## config.mk

```make
export PLATFORM = sky130hd
export DESIGN_NAME = spi_slave
export DESIGN_NICKNAME = d
export VERILOG_FILES = /design/src/rtl/spi_pkg.sv /design/src/rtl/spi_sync_edge.sv /design/src/rtl/spi_slave.sv
export SDC_FILE = /design/constraint.sdc
export NUM_CORES = 1
export LEC_CHECK = 0
export CAP_MARGIN = 40
export CORE_ASPECT_RATIO = 0.8
export CORE_MARGIN = 5
export CORE_UTILIZATION = 35
export DETAILED_ROUTE_END_ITERATION = 7
export GPL_ROUTABILITY_DRIVEN = 0
export PLACE_DENSITY = 0.58
export SLEW_MARGIN = 25
export SYNTH_ARGS = -nofsm -noshare
export SYNTH_HDL_FRONTEND = slang
export SYNTH_HIERARCHICAL = 1
export SYNTH_SLANG_ARGS = --single-unit
export TNS_END_PERCENT = 50
```

## constraint.sdc

```tcl
create_clock -name clk -period 2.6 [get_ports clk]
set_input_delay 0.78 -clock clk [delete_from_list [all_inputs] [get_ports clk]]
set_output_delay 0.78 -clock clk [all_outputs]
set_load 0.01 [all_outputs]
```

## src/rtl/spi_pkg.sv

```systemverilog
// Shared types and constants for the SPI link endpoints.
package spi_pkg;

  localparam int SPI_BYTE_W = 8;

  typedef enum logic {
    IDLE   = 1'b0,
    ACTIVE = 1'b1
  } spi_state_e;

  // Mode number is {cpol, cpha}, matching the master side.
  typedef enum logic [1:0] {
    SPI_MODE0 = 2'b00,
    SPI_MODE1 = 2'b01,
    SPI_MODE2 = 2'b10,
    SPI_MODE3 = 2'b11
  } spi_mode_e;

endpackage

```

## src/rtl/spi_sync_edge.sv

```systemverilog
// Multi-stage synchronizer for an asynchronous pin, with a history flop
// producing single-cycle rise/fall pulses on the synchronized level.
module spi_sync_edge #(
  parameter int   STAGES  = 2,
  parameter logic RST_VAL = 1'b0
) (
  input  logic clk,
  input  logic rst_n,
  input  logic d_in,
  output logic q,
  output logic rise,
  output logic fall
);

  logic [STAGES-1:0] sync_q, sync_d;
  logic              hist_q, hist_d;

  // Shift the pin through the chain; history holds the previous output level.
  always_comb begin
    sync_d = {sync_q[STAGES-2:0], d_in};
    hist_d = sync_q[STAGES-1];
  end

  // Chain and history registers; reset to the pin's idle level.
  always_ff @(posedge clk or negedge rst_n) begin
    if (!rst_n) begin
      sync_q <= {STAGES{RST_VAL}};
      hist_q <= RST_VAL;
    end else begin
      sync_q <= sync_d;
      hist_q <= hist_d;
    end
  end

  assign q    = sync_q[STAGES-1];
  assign rise = q & ~hist_q;
  assign fall = ~q & hist_q;

endmodule

```

## src/rtl/spi_slave.sv

```systemverilog
// SPI responder: oversampled pins, all four CPOL/CPHA modes, MSB-first bytes,
// one-byte transmit holding buffer with valid/ready fill.
//
// state  | meaning
// IDLE   | CS high; SCK edges ignored, waiting for CS fall
// ACTIVE | CS low; sampling MOSI and shifting MISO on detected SCK edges
module spi_slave
  import spi_pkg::*;
#(
  parameter int                    SYNC_STAGES   = 2,
  parameter logic [SPI_BYTE_W-1:0] UNDERRUN_BYTE = 8'h00
) (
  input  logic                  clk,
  input  logic                  rst_n,
  input  logic                  cpol,
  input  logic                  cpha,
  input  logic                  sck_in,
  input  logic                  cs_n_in,
  input  logic                  mosi_in,
  output logic                  miso_out,
  output logic                  miso_oe,
  input  logic [SPI_BYTE_W-1:0] tx_data,
  input  logic                  tx_valid,
  output logic                  tx_ready,
  output logic [SPI_BYTE_W-1:0] rx_data,
  output logic                  rx_valid,
  output logic                  busy,
  output logic                  tx_underrun,
  output logic                  frame_err
);

  logic sck_s, sck_rise, sck_fall;
  logic cs_s, cs_rise, cs_fall;

  spi_sync_edge #(.STAGES(SYNC_STAGES), .RST_VAL(1'b0)) u_sck_sync (
    .clk(clk), .rst_n(rst_n), .d_in(sck_in),
    .q(sck_s), .rise(sck_rise), .fall(sck_fall)
  );

  spi_sync_edge #(.STAGES(SYNC_STAGES), .RST_VAL(1'b1)) u_cs_sync (
    .clk(clk), .rst_n(rst_n), .d_in(cs_n_in),
    .q(cs_s), .rise(cs_rise), .fall(cs_fall)
  );

  // MOSI goes through the same depth so it lines up with the SCK edge pulses.
  logic [SYNC_STAGES-1:0] mosi_sync_q, mosi_sync_d;
  logic                   mosi_s;

  // Advance the MOSI synchronizer chain.
  always_comb mosi_sync_d = {mosi_sync_q[SYNC_STAGES-2:0], mosi_in};

  assign mosi_s = mosi_sync_q[SYNC_STAGES-1];

  spi_state_e            state_q, state_d;
  spi_mode_e             mode_q, mode_d;
  logic [2:0]            bit_cnt_q, bit_cnt_d;
  logic                  first_q, first_d;
  logic [SPI_BYTE_W-1:0] rx_sh_q, rx_sh_d;
  logic [SPI_BYTE_W-1:0] tx_sh_q, tx_sh_d;
  logic [SPI_BYTE_W-1:0] hold_q, hold_d;
  logic                  hold_full_q, hold_full_d;
  logic [SPI_BYTE_W-1:0] rx_data_q, rx_data_d;
  logic                  rx_valid_q, rx_valid_d;
  logic                  underrun_q, underrun_d;
  logic                  frame_err_q, frame_err_d;

  logic sck_edge, lead_edge, trail_edge, sample_edge, shift_edge;
  logic cs_start, cs_stop, load;

  // Edge classification against the mode latched at CS assertion.
  always_comb begin
    sck_edge    = sck_rise | sck_fall;
    lead_edge   = sck_edge && (sck_s != mode_q[1]);
    trail_edge  = sck_edge && (sck_s == mode_q[1]);
    sample_edge = mode_q[0] ? trail_edge : lead_edge;
    shift_edge  = mode_q[0] ? lead_edge  : trail_edge;
    cs_start    = (cs_rise | cs_fall) && !cs_s;
    cs_stop     = (cs_rise | cs_fall) && cs_s;
  end

  // Frame FSM, shift registers and holding-buffer bookkeeping.
  always_comb begin
    state_d     = state_q;
    mode_d      = mode_q;
    bit_cnt_d   = bit_cnt_q;
    first_d     = first_q;
    rx_sh_d     = rx_sh_q;
    tx_sh_d     = tx_sh_q;
    hold_d      = hold_q;
    hold_full_d = hold_full_q;
    rx_data_d   = rx_data_q;
    rx_valid_d  = 1'b0;
    underrun_d  = 1'b0;
    frame_err_d = 1'b0;
    load        = 1'b0;

    case (state_q)
      IDLE: begin
        if (cs_start) begin
          state_d   = ACTIVE;
          mode_d    = spi_mode_e'({cpol, cpha});
          bit_cnt_d = 3'd0;
          first_d   = 1'b1;
          rx_sh_d   = '0;
          load      = 1'b1;
        end
      end
      ACTIVE: begin
        if (sample_edge) begin
          rx_sh_d   = {rx_sh_q[SPI_BYTE_W-2:0], mosi_s};
          bit_cnt_d = bit_cnt_q + 3'd1;
          if (bit_cnt_q == 3'd7) begin
            rx_data_d  = {rx_sh_q[SPI_BYTE_W-2:0], mosi_s};
            rx_valid_d = 1'b1;
            // cpha=0 needs the next bit 7 on the pin before the next leading edge.
            if (!mode_q[0]) load = 1'b1;
          end
        end
        if (shift_edge) begin
          if (bit_cnt_q == 3'd0) begin
            // cpha=1: the byte's first leading edge presents bit 7; the frame's
            // first byte was already loaded at CS assertion.
            if (mode_q[0]) begin
              if (!first_q) load = 1'b1;
              first_d = 1'b0;
            end
          end else begin
            tx_sh_d = {tx_sh_q[SPI_BYTE_W-2:0], 1'b0};
          end
        end
        if (cs_stop) begin
          // Check the post-sample count so a byte completing this cycle is not an error.
          if (bit_cnt_d != 3'd0) frame_err_d = 1'b1;
          state_d   = IDLE;
          bit_cnt_d = 3'd0;
          rx_sh_d   = '0;
          load      = 1'b0;
        end
      end
      default: state_d = IDLE;
    endcase

    if (load) begin
      if (hold_full_q) begin
        tx_sh_d     = hold_q;
        hold_full_d = 1'b0;
      end else begin
        tx_sh_d    = UNDERRUN_BYTE;
        underrun_d = 1'b1;
      end
    end

    // Accept uses the registered ready, so a same-cycle load sees the old content.
    if (tx_valid && !hold_full_q) begin
      hold_d      = tx_data;
      hold_full_d = 1'b1;
    end
  end

  // State and datapath registers.
  always_ff @(posedge clk or negedge rst_n) begin
    if (!rst_n) begin
      mosi_sync_q <= '0;
      state_q     <= IDLE;
      mode_q      <= SPI_MODE0;
      bit_cnt_q   <= 3'd0;
      first_q     <= 1'b0;
      rx_sh_q     <= '0;
      tx_sh_q     <= '0;
      hold_q      <= '0;
      hold_full_q <= 1'b0;
      rx_data_q   <= '0;
      rx_valid_q  <= 1'b0;
      underrun_q  <= 1'b0;
      frame_err_q <= 1'b0;
    end else begin
      mosi_sync_q <= mosi_sync_d;
      state_q     <= state_d;
      mode_q      <= mode_d;
      bit_cnt_q   <= bit_cnt_d;
      first_q     <= first_d;
      rx_sh_q     <= rx_sh_d;
      tx_sh_q     <= tx_sh_d;
      hold_q      <= hold_d;
      hold_full_q <= hold_full_d;
      rx_data_q   <= rx_data_d;
      rx_valid_q  <= rx_valid_d;
      underrun_q  <= underrun_d;
      frame_err_q <= frame_err_d;
    end
  end

  assign miso_out    = tx_sh_q[SPI_BYTE_W-1];
  assign miso_oe     = (state_q == ACTIVE);
  assign busy        = (state_q == ACTIVE);
  assign tx_ready    = !hold_full_q;
  assign rx_data     = rx_data_q;
  assign rx_valid    = rx_valid_q;
  assign tx_underrun = underrun_q;
  assign frame_err   = frame_err_q;

endmodule

```

==> impl_metrics.tcl <==
set metrics [dict create \
    min_period_over_period_pct 90.2 \
    crit_path_start "u_cs_sync/sync_q[1]$_DFF_PN1_" \
    port_buffers 30 \
    syn_area_um2 2130 \
    synth.net_count 190 \
    routed.top_layer "met4" \
    syn_inst 171 \
    yosys_warnings 6 \
    hpwl_mm 2.74 \
    firstDrtPassIters 4 \
    synthTopCellsByArea "dfrtp_1 55%, mux2_2 9.5%, inv_1 3.9%" \
    routed-wl-met2_mm 1.68 \
    intPower_mw 1.49 \
    r2r-end "bit_cnt_q[1]$_DFFE_PN0P_" \
    period_needed_ps 2340 \
    r2r_cells 5 \
    path_buf_inv 0 \
    final_nets 226 \
    overflow 0 \
    finClkSkew_ps 7.64 \
    post-cts-setup-buffer-count 0 \
    combPwrFrac_pct 28.6 \
    p_per_area_nw_per_um2 811 \
    synthFlopType "dfrtp_1" \
    seqPwrFrac_pct 49.0 \
    pin_count 31 \
    p_switching_mw 0.655 \
    r2r_slack_ps 260 \
    cp-end-kind "flip-flop" \
    cts_max_path_buffers 2 \
    path_depth 5 \
    ys_ff_latch 50 \
    wl_met3_um 162 \
    wl_per_cell_um 13.0 \
    row_count 25 \
    grt_use_total_pct 10.9 \
    max-cap-violations 0 \
    critical-path-max-stage-delay_ps 560 \
    rsz0062_at_grt "false" \
    max_freq_ghz 0.426 \
    cp-endpoint "bit_cnt_q[1]$_DFFE_PN0P_" \
    drt_iter0_markers 55 \
    die_y_um 79.9 \
    synthMostInstantiatedCell "dfrtp_1" \
    crit_path_start_kind "flip-flop" \
    area_growth_pct 24.0 \
    drcViolationCount 0 \
    die_area_um2 7770 \
    cts_root_buf "clkbuf_8" \
    synth_cell_types 36 \
    start_util_pct 36.1 \
    numCtsBuffers 5 \
    worstMarginPinSlew_ps 599 \
    final-hold-violation-count 0 \
    power.leakage_nw 1.17 \
    ir_drop_mv 0.268 \
    path_delay_family "simple AND/OR/NAND/NOR gates" \
    cp_cell_sequence "and2b_2 -> o21bai_1 -> nand2b_1 -> nand3_1 -> o22ai_1" \
    n_antenna_cell 0 \
    clock_sinks 50 \
    via_count 1365 \
    final_antenna_net_count 0 \
    status "finished clean" \
    yosysTopAreaCell "dfrtp_1" \
    clkTransAtPathRegs_ps 90 \
    synth_edf_count 0 \
    clk_latency_ps 310 \
    async_flop_share_pct 100 \
    htreeDepth 2 \
    grt_start_max_net_pins 51 \
    grt_pass1_vias 1447 \
    hold_buffers 0 \
    cts_resized 0 \
    switching_share_pct 30.5 \
    utilization_pct 44.8 \
    core_um2 5910 \
    pwr-share-clk_pct 22.4 \
    synth_seq_area_share_pct 58.8 \
    finalSetupViolations 0 \
    vias_per_cell 4.72 \
    crit_fanout 10 \
    slew_headroom_pct 60.0 \
    fin_setup_tns_ps 0 \
    wl_met1_mm 1.88 \
    worstPathArrival_ps 2560 \
    worst-setup-path-type "flip-flop to flip-flop" \
    routed_wl_mm 3.77 \
    hold_path.class "flip-flop to flip-flop" \
    r2r_start "u_cs_sync/sync_q[1]$_DFF_PN1_" \
    worstPathRequired_ps 2820 \
    yosys-top-cells-count "47 x dfrtp_1, 22 x inv_1, 19 x nand2_1" \
    drv_slew 0 \
    dieWidth_um 97.3 \
    antenna_found_initial 0 \
    netlist.area_leader.share_pct 55.1 \
    slowest_stage "dfstp_2" \
    grt_pass1_wl_mm 6.80 \
    drive_above_1_share_pct 20.2 \
    cts_tree "built" \
    avgSynthCellArea_um2 12.5 \
]
==> how the worst min path moves through the flow <==
stage | endpoint | cells after the start | start | slack (ps)
after CTS | u_sck_sync/sync_q[1]$_DFF_PN0_ | 0 | u_sck_sync/sync_q[0]$_DFF_PN0_ | 360
after detailed placement | u_sck_sync/sync_q[1]$_DFF_PN0_ | 0 | u_sck_sync/sync_q[0]$_DFF_PN0_ | 340
after global placement | mosi_sync_q[1]$_DFF_PN0_ | 0 | mosi_sync_q[0]$_DFF_PN0_ | 330
after floorplan | mosi_sync_q[1]$_DFF_PN0_ | 0 | mosi_sync_q[0]$_DFF_PN0_ | 330
final | u_sck_sync/sync_q[1]$_DFF_PN0_ | 0 | u_sck_sync/sync_q[0]$_DFF_PN0_ | 360
after global routing | u_sck_sync/sync_q[1]$_DFF_PN0_ | 0 | u_sck_sync/sync_q[0]$_DFF_PN0_ | 370
==> cell type report <==
| type | count | area, um^2 |
|---|---|---|
| fillers | 540 | 3260 |
| well taps | 81 | 101 |
| clock inverters | 2 | 16.3 |
| repair buffers | 35 | 345 |
| inverters | 22 | 82.6 |
| flip-flops and latches | 50 | 1250 |
| multi-input cells | 93 | 764 |
| clock buffers | 6 | 82.6 |
==> through the flow <==
stage / hold slack, ps / power, mW / std cells / area, um^2 / worst slack, ps
4_1_cts: 359 / 2.17 / 289 / 2650 / 264
3_3_place_gp: 334 / 1.67 / 281 / 2550 / 315
3_5_place_dp: 336 / 1.69 / 281 / 2550 / 268
2_1_floorplan: 331 / 1.48 / 171 / 2130 / 664
5_1_grt: 366 / 2.29 / 289 / 2650 / 81.6
6_report: 357 / 2.15 / 289 / 2650 / 255
==> power groups by stage <==
| stage | registers, mW | clock network (mW) | logic (mW) |
|---|---|---|---|
| after CTS | 1.05 | 0.500 | 0.620 |
| after global placement | 1.07 | 0 | 0.609 |
| after floorplan | 1.04 | 0 | 0.436 |
| after global routing | 1.07 | 0.527 | 0.688 |
| final | 1.05 | 0.481 | 0.614 |
| after detailed placement | 1.07 | 0 | 0.619 |
==> metal layers <==
layer	vias up	global-route usage [%]
li1	654	-
met1	678	14.5
met4	0	4.56
met2	31	16.1
met3	2	3.76
met5	-	0
==> worst register-to-register path, delay by kind of cell (launching register included) <==
kind / cells / cell delay (ps)
AO/OA/AOI/OAI: 2 / 830
AND/OR/NAND/NOR: 3 / 870
flip-flops: 1 / 560
==> flip-flops by register name, indices dropped and copies added, names as in the netlist, named ones only <==
register,cells
bit_cnt_q,3
rx_data,8
mode_q,2
frame_err,1
hold_full_q,1
rx_valid,1
tx_underrun,1
rx_sh_q,7
first_q,1
u_sck_sync/hist_q,1
u_cs_sync/sync_q,2
u_sck_sync/sync_q,2
hold_q,8
u_cs_sync/hist_q,1
mosi_sync_q,2
tx_sh_q,8
==> cells by family (layout without fill, tap and decap cells) <==
logic type	after synthesis	in the layout	synth area share (%)
adder cells (fa/ha/maj)	3	3	1.76
AO/OA/AOI/OAI	21	21	9.14
XOR/XNOR	2	2	1.58
buffers and inverters	28	65	5.39
multiplexers	26	26	13.2
AND/OR/NAND/NOR	41	41	10.1
flip-flops	50	50	58.8
==> cell usage in the layout, fill, tap and decap left out, types with 2 or more instances in the layout <==
cell type / synthesis / final
buf_4: 2 / 4
nor2b_1: 4 / 4
dfrtp_1: 47 / 47
o21ai_0: 2 / 2
nand2b_1: 3 / 3
dfstp_2: 3 / 3
mux2i_1: 8 / 8
clkdlybuf4s50_1: 0 / 29
a222oi_1: 7 / 7
o21bai_1: 2 / 2
nor2_1: 3 / 3
clkbuf_8: 0 / 6
o22ai_1: 2 / 2
ha_1: 3 / 3
nor3_1: 3 / 3
mux2_2: 18 / 18
and2b_2: 2 / 2
inv_1: 22 / 22
nand2_1: 19 / 19
No activity file was read; power rests on OpenSTA's default activity.
